**src/rtl/mc_pkg.sv**
```systemverilog
`default_nettype none
// ============================================================================
// Module      : mc_pkg
// Description : Shared types and encodings for the multicycle control unit:
//               FSM state enum, instruction-class enum, supported opcode
//               values, and the ALUOp / ALUSrcB field encodings.
// Revision    : 1.0 - initial release
// ============================================================================
package mc_pkg;

  typedef enum logic [2:0] {
    ST_FETCH  = 3'd0,
    ST_DECODE = 3'd1,
    ST_EXEC   = 3'd2,
    ST_BRANCH = 3'd3,
    ST_MEM    = 3'd4,
    ST_WB     = 3'd5,
    ST_TRAP   = 3'd6
  } state_t;

  typedef enum logic [2:0] {
    CL_NONE    = 3'd0,
    CL_LOAD    = 3'd1,
    CL_STORE   = 3'd2,
    CL_RTYPE   = 3'd3,
    CL_ITYPE   = 3'd4,
    CL_BRANCH  = 3'd5,
    CL_ILLEGAL = 3'd6
  } class_t;

  // Supported opcode fields
  localparam logic [6:0] c_OP_LOAD   = 7'b0000011;
  localparam logic [6:0] c_OP_STORE  = 7'b0100011;
  localparam logic [6:0] c_OP_RTYPE  = 7'b0110011;
  localparam logic [6:0] c_OP_ITYPE  = 7'b0010011;
  localparam logic [6:0] c_OP_BRANCH = 7'b1100011;

  // ALUOp encodings
  localparam logic [1:0] c_ALUOP_ADD   = 2'b00;
  localparam logic [1:0] c_ALUOP_SUB   = 2'b01;
  localparam logic [1:0] c_ALUOP_FUNCT = 2'b10;
  localparam logic [1:0] c_ALUOP_AND   = 2'b11;

  // ALUSrcB encodings
  localparam logic [1:0] c_SRCB_RS2  = 2'b00;
  localparam logic [1:0] c_SRCB_FOUR = 2'b01;
  localparam logic [1:0] c_SRCB_IMM  = 2'b10;

endpackage : mc_pkg
`default_nettype wire

```
**src/rtl/mc_opcode_decode.sv**
```systemverilog
`default_nettype none
// ============================================================================
// Module      : mc_opcode_decode
// Description : Purely combinational opcode-to-class decoder. Any opcode
//               outside the supported set maps to CL_ILLEGAL.
// Ports       : i_opcode [6:0] - instruction register opcode field
//               o_class        - decoded instruction class
// Revision    : 1.0 - initial release
// ============================================================================
module mc_opcode_decode
  import mc_pkg::*;
(
  input  logic [6:0] i_opcode,
  output class_t     o_class
);

  always_comb begin
    o_class = CL_ILLEGAL;
    case (i_opcode)
      c_OP_LOAD:   o_class = CL_LOAD;
      c_OP_STORE:  o_class = CL_STORE;
      c_OP_RTYPE:  o_class = CL_RTYPE;
      c_OP_ITYPE:  o_class = CL_ITYPE;
      c_OP_BRANCH: o_class = CL_BRANCH;
      default:     o_class = CL_ILLEGAL;
    endcase
  end

endmodule : mc_opcode_decode
`default_nettype wire

```
**src/rtl/multicycle_control.sv**
```systemverilog
`default_nettype none
// ============================================================================
// Module      : multicycle_control
// Description : Control FSM for a multicycle RISC-V subset datapath
//               (lh, sh, add/or/sll, andi, bne). Sequences FETCH, DECODE,
//               EXEC, BRANCH, MEM, WB and a sticky TRAP for unsupported
//               opcodes.
// Ports       : clk, rst_n (async active-low), opcode[6:0], zero, mem_ready
//               PCWrite, PCWriteCond, IorD, MemRead, MemWrite, IRWrite,
//               MemtoReg, RegWrite, PCSource, ALUSrcA, ALUSrcB[1:0],
//               ALUOp[1:0], illegal
//               cycle_cnt[31:0], instret_cnt[31:0] (PERF_CNT_EN only)
// Options     : PERF_CNT_EN - adds free-running cycle and retired-
//               instruction counters.
// Revision    : 1.0 - initial release
// ============================================================================
module multicycle_control
  import mc_pkg::*;
(
  input  logic       clk,
  input  logic       rst_n,
  input  logic [6:0] opcode,
  input  logic       zero,
  input  logic       mem_ready,
  output logic       PCWrite,
  output logic       PCWriteCond,
  output logic       IorD,
  output logic       MemRead,
  output logic       MemWrite,
  output logic       IRWrite,
  output logic       MemtoReg,
  output logic       RegWrite,
  output logic       PCSource,
  output logic       ALUSrcA,
  output logic [1:0] ALUSrcB,
  output logic [1:0] ALUOp,
  output logic       illegal
`ifdef PERF_CNT_EN
  ,
  output logic [31:0] cycle_cnt,
  output logic [31:0] instret_cnt
`endif
);

  state_t r_state;
  state_t w_next;
  class_t r_class;
  class_t w_class;
  logic   r_illegal;

  // The branch condition is applied by the datapath (PCWriteCond & ~zero),
  // so the FSM itself never looks at the flag.
  logic   w_unused_zero;
  assign w_unused_zero = zero;

  mc_opcode_decode u_decode (
    .i_opcode (opcode),
    .o_class  (w_class)
  );

  // --------------------------------------------------------------------------
  // State, class and sticky-illegal registers
  // --------------------------------------------------------------------------
  always_ff @(posedge clk or negedge rst_n) begin
    if (!rst_n) begin
      r_state <= ST_FETCH;
    end else begin
      r_state <= w_next;
    end
  end

  always_ff @(posedge clk or negedge rst_n) begin
    if (!rst_n) begin
      r_class <= CL_NONE;
    end else if (r_state == ST_DECODE) begin
      r_class <= w_class;
    end
  end

  always_ff @(posedge clk or negedge rst_n) begin
    if (!rst_n) begin
      r_illegal <= 1'b0;
    end else if ((r_state == ST_DECODE) && (w_class == CL_ILLEGAL)) begin
      r_illegal <= 1'b1;
    end
  end

  assign illegal = r_illegal;

  // --------------------------------------------------------------------------
  // Next-state and output decode
  // --------------------------------------------------------------------------
  always_comb begin
    w_next      = r_state;
    PCWrite     = 1'b0;
    PCWriteCond = 1'b0;
    IorD        = 1'b0;
    MemRead     = 1'b0;
    MemWrite    = 1'b0;
    IRWrite     = 1'b0;
    MemtoReg    = 1'b0;
    RegWrite    = 1'b0;
    PCSource    = 1'b0;
    ALUSrcA     = 1'b0;
    ALUSrcB     = c_SRCB_RS2;
    ALUOp       = c_ALUOP_ADD;

    case (r_state)
      ST_FETCH: begin
        MemRead = 1'b1;
        ALUSrcB = c_SRCB_FOUR;
        ALUOp   = c_ALUOP_ADD;
        // IR and PC+4 are captured only in the cycle memory delivers the word
        PCWrite = mem_ready;
        IRWrite = mem_ready;
        w_next  = mem_ready ? ST_DECODE : ST_FETCH;
      end

      ST_DECODE: begin
        // Speculative branch target (PC + imm) into ALUOut
        ALUSrcB = c_SRCB_IMM;
        ALUOp   = c_ALUOP_ADD;
        // The class register is loaded at the end of this cycle, so route
        // on the decoder output directly.
        case (w_class)
          CL_BRANCH:  w_next = ST_BRANCH;
          CL_ILLEGAL: w_next = ST_TRAP;
          default:    w_next = ST_EXEC;
        endcase
      end

      ST_EXEC: begin
        ALUSrcA = 1'b1;
        case (r_class)
          CL_LOAD, CL_STORE: begin
            ALUSrcB = c_SRCB_IMM;
            ALUOp   = c_ALUOP_ADD;
            w_next  = ST_MEM;
          end
          CL_RTYPE: begin
            ALUSrcB = c_SRCB_RS2;
            ALUOp   = c_ALUOP_FUNCT;
            w_next  = ST_WB;
          end
          CL_ITYPE: begin
            ALUSrcB = c_SRCB_IMM;
            ALUOp   = c_ALUOP_AND;
            w_next  = ST_WB;
          end
          default: begin
            w_next  = ST_FETCH;
          end
        endcase
      end

      ST_BRANCH: begin
        ALUSrcA     = 1'b1;
        ALUSrcB     = c_SRCB_RS2;
        ALUOp       = c_ALUOP_SUB;
        PCSource    = 1'b1;
        PCWriteCond = 1'b1;
        w_next      = ST_FETCH;
      end

      ST_MEM: begin
        IorD     = 1'b1;
        MemRead  = (r_class == CL_LOAD);
        MemWrite = (r_class == CL_STORE);
        if (mem_ready) begin
          w_next = (r_class == CL_LOAD) ? ST_WB : ST_FETCH;
        end
      end

      ST_WB: begin
        RegWrite = 1'b1;
        MemtoReg = (r_class == CL_LOAD);
        w_next   = ST_FETCH;
      end

      ST_TRAP: begin
        w_next = ST_TRAP;
      end

      default: begin
        w_next = ST_FETCH;
      end
    endcase

    // Outputs are squashed combinationally while reset is held so that an
    // in-flight memory write is withdrawn without waiting for a clock edge,
    // and FETCH does not issue a read before reset is released.
    if (!rst_n) begin
      PCWrite     = 1'b0;
      PCWriteCond = 1'b0;
      IorD        = 1'b0;
      MemRead     = 1'b0;
      MemWrite    = 1'b0;
      IRWrite     = 1'b0;
      MemtoReg    = 1'b0;
      RegWrite    = 1'b0;
      PCSource    = 1'b0;
      ALUSrcA     = 1'b0;
      ALUSrcB     = c_SRCB_RS2;
      ALUOp       = c_ALUOP_ADD;
    end
  end

  // --------------------------------------------------------------------------
  // Performance counters
  // --------------------------------------------------------------------------
`ifdef PERF_CNT_EN
  logic [31:0] r_cycle_cnt;
  logic [31:0] r_instret_cnt;
  logic        w_retire;

  // An instruction retires on every transition back to FETCH
  assign w_retire = (r_state == ST_BRANCH) ||
                    (r_state == ST_WB) ||
                    ((r_state == ST_MEM) && (r_class == CL_STORE) && mem_ready);

  always_ff @(posedge clk or negedge rst_n) begin
    if (!rst_n) begin
      r_cycle_cnt   <= 32'd0;
      r_instret_cnt <= 32'd0;
    end else begin
      if (r_state != ST_TRAP) begin
        r_cycle_cnt <= r_cycle_cnt + 32'd1;
      end
      if (w_retire) begin
        r_instret_cnt <= r_instret_cnt + 32'd1;
      end
    end
  end

  assign cycle_cnt   = r_cycle_cnt;
  assign instret_cnt = r_instret_cnt;
`else
  // Counters are not built in this configuration.
`endif

endmodule : multicycle_control
`default_nettype wire

```
**config.mk**
```make
export PLATFORM = sky130hd
export DESIGN_NAME = multicycle_control
export DESIGN_NICKNAME = d
export VERILOG_FILES = /design/src/rtl/mc_pkg.sv /design/src/rtl/mc_opcode_decode.sv /design/src/rtl/multicycle_control.sv
export SDC_FILE = /design/constraint.sdc
export NUM_CORES = 1
export LEC_CHECK = 0
export BUFFER_PORTS_ARGS = -buffer_cell sky130_fd_sc_hd__buf_4
export CAP_MARGIN = 20
export CORE_MARGIN = 2
export CORE_UTILIZATION = 40
export CTS_CLUSTER_DIAMETER = 80
export DETAILED_ROUTE_END_ITERATION = 6
export GPL_ROUTABILITY_DRIVEN = 0
export PLACE_DENSITY = 0.69
export SLEW_MARGIN = 20
export SYNTH_ARGS = -nofsm -noshare
export SYNTH_HDL_FRONTEND = slang
export SYNTH_SLANG_ARGS = --single-unit
```
**constraint.sdc**
```tcl
create_clock -name clk -period 1.2 [get_ports clk]
set_input_delay 0.12 -clock clk [delete_from_list [all_inputs] [get_ports clk]]
set_output_delay 0.12 -clock clk [all_outputs]
set_load 0.1 [all_outputs]
```
==> qor.txt, run 1 <==
post-synth top area share -> 30.0%
Synth Area in XOR/XNOR -> 1.50%
Synth area leaders -> dfrtp_1 (30%), nor2_1 (6.4%), o21ai_0 (5.1%)
Ports -> 26
Distinct cells, synth -> 32
mux cell area share after synthesis -> 0%
post-DP HPWL -> 1350 um
sequential area share after synthesis -> 30.0%
main combinational cell family by area after synthesis -> simple AND/OR/NAND/NOR gates
post-synthesis register bit count -> 7
postcts setup bufs -> 7
clock root buffer -> clkbuf_4
H-tree depth -> 1
stop err -> [ERROR DPL-0038] Utilization greater than 100%, impossible to legalize
Yosys top cell by area -> dfrtp_1
Num CTS Buffers -> 3
CTS sink cnt -> 7
Initial Util -> 43.8%
Cells after Synth -> 78
synthesized-area fraction occupied by adder cells -> 0%
Yosys warning count -> 0
die width -> 42.2 um
post-CTS sizing -> 65
Net Count, Synth -> 89
Synth Area in Simple Gates -> 38.8%
area of the mapped netlist -> 584 sq um
pre-CTS setup slack -> -0.232 ns
CTS max path bufs -> 2
hold_buf cts -> 1
Die Ht -> 42.2 um
status -> aborted with a tool error
buffers added on ports -> 24
Avg Inst Size Synth -> 7.49 sq um
FP Rows -> 13
Synth Area in Compound Gates -> 21.0%
failing step -> clock tree synthesis
==> kinds of logic after synthesis <==
family                    Yosys count
xor gates and xnor gates            1
AOI/OAI and AO/OA                  20
buffers and inverters              10
DFF                                 7
and+or+nand+nor                    40
==> cell usage after synthesis <==
| cell type | count |
|---|---|
| nor3b_1 | 1 |
| nand2b_1 | 3 |
| inv_1 | 4 |
| or3_1 | 2 |
| dfrtp_1 | 7 |
| a31oi_1 | 4 |
| a21oi_1 | 5 |
| or3b_1 | 1 |
| and3_1 | 3 |
| o211a_1 | 1 |
| nand3b_1 | 1 |
| and2b_1 | 1 |
| o21bai_1 | 1 |
| xor2_1 | 1 |
| or2_2 | 1 |
| o21ai_0 | 6 |
| nor3_1 | 4 |
| a2bb2oi_1 | 1 |
| clkbuf_1 | 1 |
| nor2b_1 | 2 |
| nor4_1 | 1 |
| nand2_1 | 5 |
| nand2b_4 | 1 |
| o311ai_1 | 1 |
| and4bb_2 | 1 |
| a21o_1 | 1 |
| and2_1 | 1 |
| buf_2 | 2 |
| nand3_1 | 1 |
| buf_4 | 3 |
| nor2_1 | 10 |
| or2_1 | 1 |
==> per-stage QoR <==
stage / std cells / util [%] / hold slack (ns) / cell area, sq um
floorplan: 78 / - / -0.176 / 736
global placement: 130 / 75.4 / 0.0618 / 1010
detailed placement: 130 / 75.4 / 0.0606 / 1010
==> run 2, diff against run 1 <==
--- a/config.mk
+++ b/config.mk
@@ -7,12 +7,11 @@
 export LEC_CHECK = 0
 export BUFFER_PORTS_ARGS = -buffer_cell sky130_fd_sc_hd__buf_4
 export CAP_MARGIN = 20
-export CORE_MARGIN = 2
-export CORE_UTILIZATION = 40
-export CTS_CLUSTER_DIAMETER = 80
+export CORE_AREA = 2 2 63 65
 export DETAILED_ROUTE_END_ITERATION = 6
+export DIE_AREA = 0 0 65 67
 export GPL_ROUTABILITY_DRIVEN = 0
-export PLACE_DENSITY = 0.69
+export PLACE_DENSITY_LB_ADDON = 0.15
 export SLEW_MARGIN = 20
 export SYNTH_ARGS = -nofsm -noshare
 export SYNTH_HDL_FRONTEND = slang
==> constraint.sdc (replaced) <==
create_clock -name clk -period 1.56 [get_ports clk]
set_input_delay 0.156 -clock clk [delete_from_list [all_inputs] [get_ports clk]]
set_output_delay 0.156 -clock clk [all_outputs]
set_load 0.1 [all_outputs]
==> run 2 against run 1 <==
The flow now finishes, with violations (setup timing). Synthesized area unchanged. Synthesized cell count unchanged.
==> qor.txt, run 2 <==
status -> finished with violations
failing checks -> setup timing
Synth area leaders -> dfrtp_1 (30%), nor2_1 (6.4%), o21ai_0 (5.1%)
final hold vios -> 0
fmax -> 629 MHz
CTS tree -> yes
vias post-DR -> 695
die width -> 65 um (+54%)
Worst Path Max Fanout -> 7
Most common cell on crit path -> a21oi_2
Worst Tran Pin Value -> 0.366 ns
Pint -> 928 uW
initial antenna violation count -> 0
worst reg-to-reg path cell count -> 6
Slew HR -> 75.5%
Post-Layout Cell Count -> 167
Post-Place Cells -> 157 (+21%)
reg2reg end -> r_state[2]
H-tree depth -> 1 (unchanged)
clock root buffer -> clkbuf_8
post-synthesis register bit count -> 7 (unchanged)
slowest cell delay on critical path -> 0.45 ns
switch share -> 51.9%
post-DP HPWL -> 1410 um (+4.7%)
prevailing post-synth register cell -> dfrtp_1
post-synth top area share -> 30.0% (unchanged)
first drt pass iteration count -> 4
fin crit share -> 102%
Ports -> 26 (unchanged)
CTS max path bufs -> 2 (unchanged)
DRC -> 0
critical path cell sequence -> nand2b_4 > a21oi_2 > o21ai_2 > a21oi_2 > buf_12
count leader, synth -> nor2_1
Final #Nets -> 131
Via density -> 4.16
RSZ-0062 raised after global routing -> yes
Initial Util -> 16.2% (-28 points)
PnR worst setup slack -> -0.0304 ns
number of synthesized flops with an enable pin -> 0 (unchanged)
Post-synth ARST share -> 100% (unchanged)
WP data required -> 1.40 ns
multi-input logic area -> 467 sq um
Setup CP Type -> reg -> out
post-DR wirelength/cell -> 11.1 um
most common cell after layout, fill and taps aside -> buf_4
startpoint types -> register
pwr dens -> 1630 nW/um^2
antenna cells -> 0
register share of total power -> 14.9%
hold slack -> 0.255 ns
sequential area share after synthesis -> 30.0% (unchanged)
sw power -> 1.00 mW
R2R Path Start -> r_class[0]
critical hold path startpoint -> opcode[6]
CP Data Arrival Time -> 1.43 ns
final setup fails -> 1
buffers added on ports -> 24 (unchanged)
Yosys warning count -> 0 (unchanged)
first-pass GRT wire length -> 3090 um
pre-CTS setup slack -> 0.0603 ns (+0.292 ns)
Cells after Synth -> 78 (unchanged)
synthesis-to-finish area growth -> 103%
Pleak -> 0.533 nW
Clock Pin Slew Worst Setup and Hold Paths -> 0.04 ns
Yosys top cell by area -> dfrtp_1
Distinct cells, synth -> 32 (unchanged)
die area -> 4360 sq um
maximum capacitance violations -> 0
CTS sink cnt -> 7 (unchanged)
Worst-Skew Late Latency -> 0.23 ns
Final Power -> 1.93 mW
Final Slew Violations -> 0
Hold WC Path Type -> in -> reg
fillers -> 396
area of the mapped netlist -> 584 sq um (unchanged)
Overflow after GRT -> 0
share of layout cells above drive strength 1 -> 60.5%
largest net degree at the start of global routing -> 9
worst vdd ir -> 0.309 mV
reg2reg setup slack -> 0.11 ns
core box area -> 3610 sq um
Avg Inst Size Synth -> 7.49 sq um (unchanged)
Antenna Violating Nets Remaining -> 0
Max Clock Skew -> 0.00146 ns
nature of the critical path endpoint -> primary output
hold endpoint -> r_class[2]
Die Ht -> 67 um (+59%)
hold-critical path depth -> 3
WL final -> 1860 um
slowest stage cell, crit path -> dfrtp_2
GR Util All Layers -> 9.30%
Commonest cells post-synth -> nor2_1 (10), dfrtp_1 (7), o21ai_0 (6)
Num CTS Buffers -> 3 (unchanged)
combinational power share -> 71.9%
Reg area -> 178 sq um
vias in the first global route -> 707
most frequent cells in the layout -> buf_4 (32), nor2_1 (7), buf_12 (6)
Clk network pwr share -> 13.2%
Final min period -> 1.59 ns
FP Rows -> 22 (+9)
number of DRC markers in iteration 0 -> 12
Net Count, Synth -> 89 (unchanged)
==> run 2: cell counts after synthesis <==
No cell type changed its count.
==> run 2: metrics by stage <==
step / TNS [ns] / utilization, % / area, sq um
finish: -0.0304 / 32.8 / 1180
global route: -0.416 / 32.8 / 1180
CTS: -0.101 / 31.4 / 1130
detailed placement: 0 / 26.7 / 962
global placement: 0 / 26.7 / 962
floorplan: -1.92 / - / 683
==> run 2: final cells by class <==
class,instances,share of cell area (%)
multi-input combinational,61,39.4
tap,48,5.07
sequential,7,15.0
inverter,4,1.27
timing repair buffer,43,35.4
clock buffer,4,3.81
==> run 2: cells by family (layout without fill, tap and decap cells) <==
logic type,after synthesis,count (layout),synth area share [%]
AO/OA/AOI/OAI,20,20,21.0
XOR/XNOR,1,1,1.50
buffers and inverters,10,51,8.78
flip-flops,7,7,30.0
AND/OR/NAND/NOR,40,40,38.8
==> run 2: power groups by stage <==
stage	combinational, mW	clock [mW]	sequential [mW]
floorplan	0.950	0	0.266
global placement	1.21	0	0.290
detailed placement	1.22	0	0.289
CTS	1.32	0.262	0.290
global route	1.47	0.268	0.297
finish	1.39	0.255	0.287
==> run 2: what timing repair did <==
item	in CTS	in global routing
buffers inserted	3	2
gates resized for setup	27	8
hold buffers	1	0
endpoints found under the setup margin	8	9
cloned	0	0
endpoints found under the hold margin	7	0
pin swaps	4	0
==> run 2: worst max-delay path by stage <==
stage / startpoint / to / slack (ns) / cells after the start
finish: r_class[2] / ALUSrcB[1] / -0.03 / 5
global placement: r_class[2] / ALUSrcB[1] / 0.07 / 5
floorplan: r_state[0] / MemWrite / -0.46 / 3
global route: r_class[2] / ALUSrcB[1] / -0.09 / 6
detailed placement: r_class[0] / ALUSrcB[1] / 0.06 / 5
CTS: r_class[2] / ALUSrcB[1] / -0.03 / 5
==> run 2: per-layer routing <==
| layer | share of wire, % | GRT usage, % | up-vias | wire length [um] |
|---|---|---|---|---|
| met5 | 0 | 0 | - | 0 |
| met4 | 0 | 3.99 | 0 | 0 |
| met3 | 6.0 | 2.03 | 0 | 112 |
| met2 | 50 | 16.5 | 22 | 931 |
| met1 | 44 | 10.7 | 318 | 814 |
| li1 | - | - | 355 | - |
==> run 2: critical path, delay by kind of cell (launching register included) <==
family	cells	cell delay, ns
flip-flops	1	0.45
AO/OA/AOI/OAI	3	0.38
buffers and inverters	1	0.19
AND/OR/NAND/NOR	1	0.18
(Power assumes the default switching activity.)
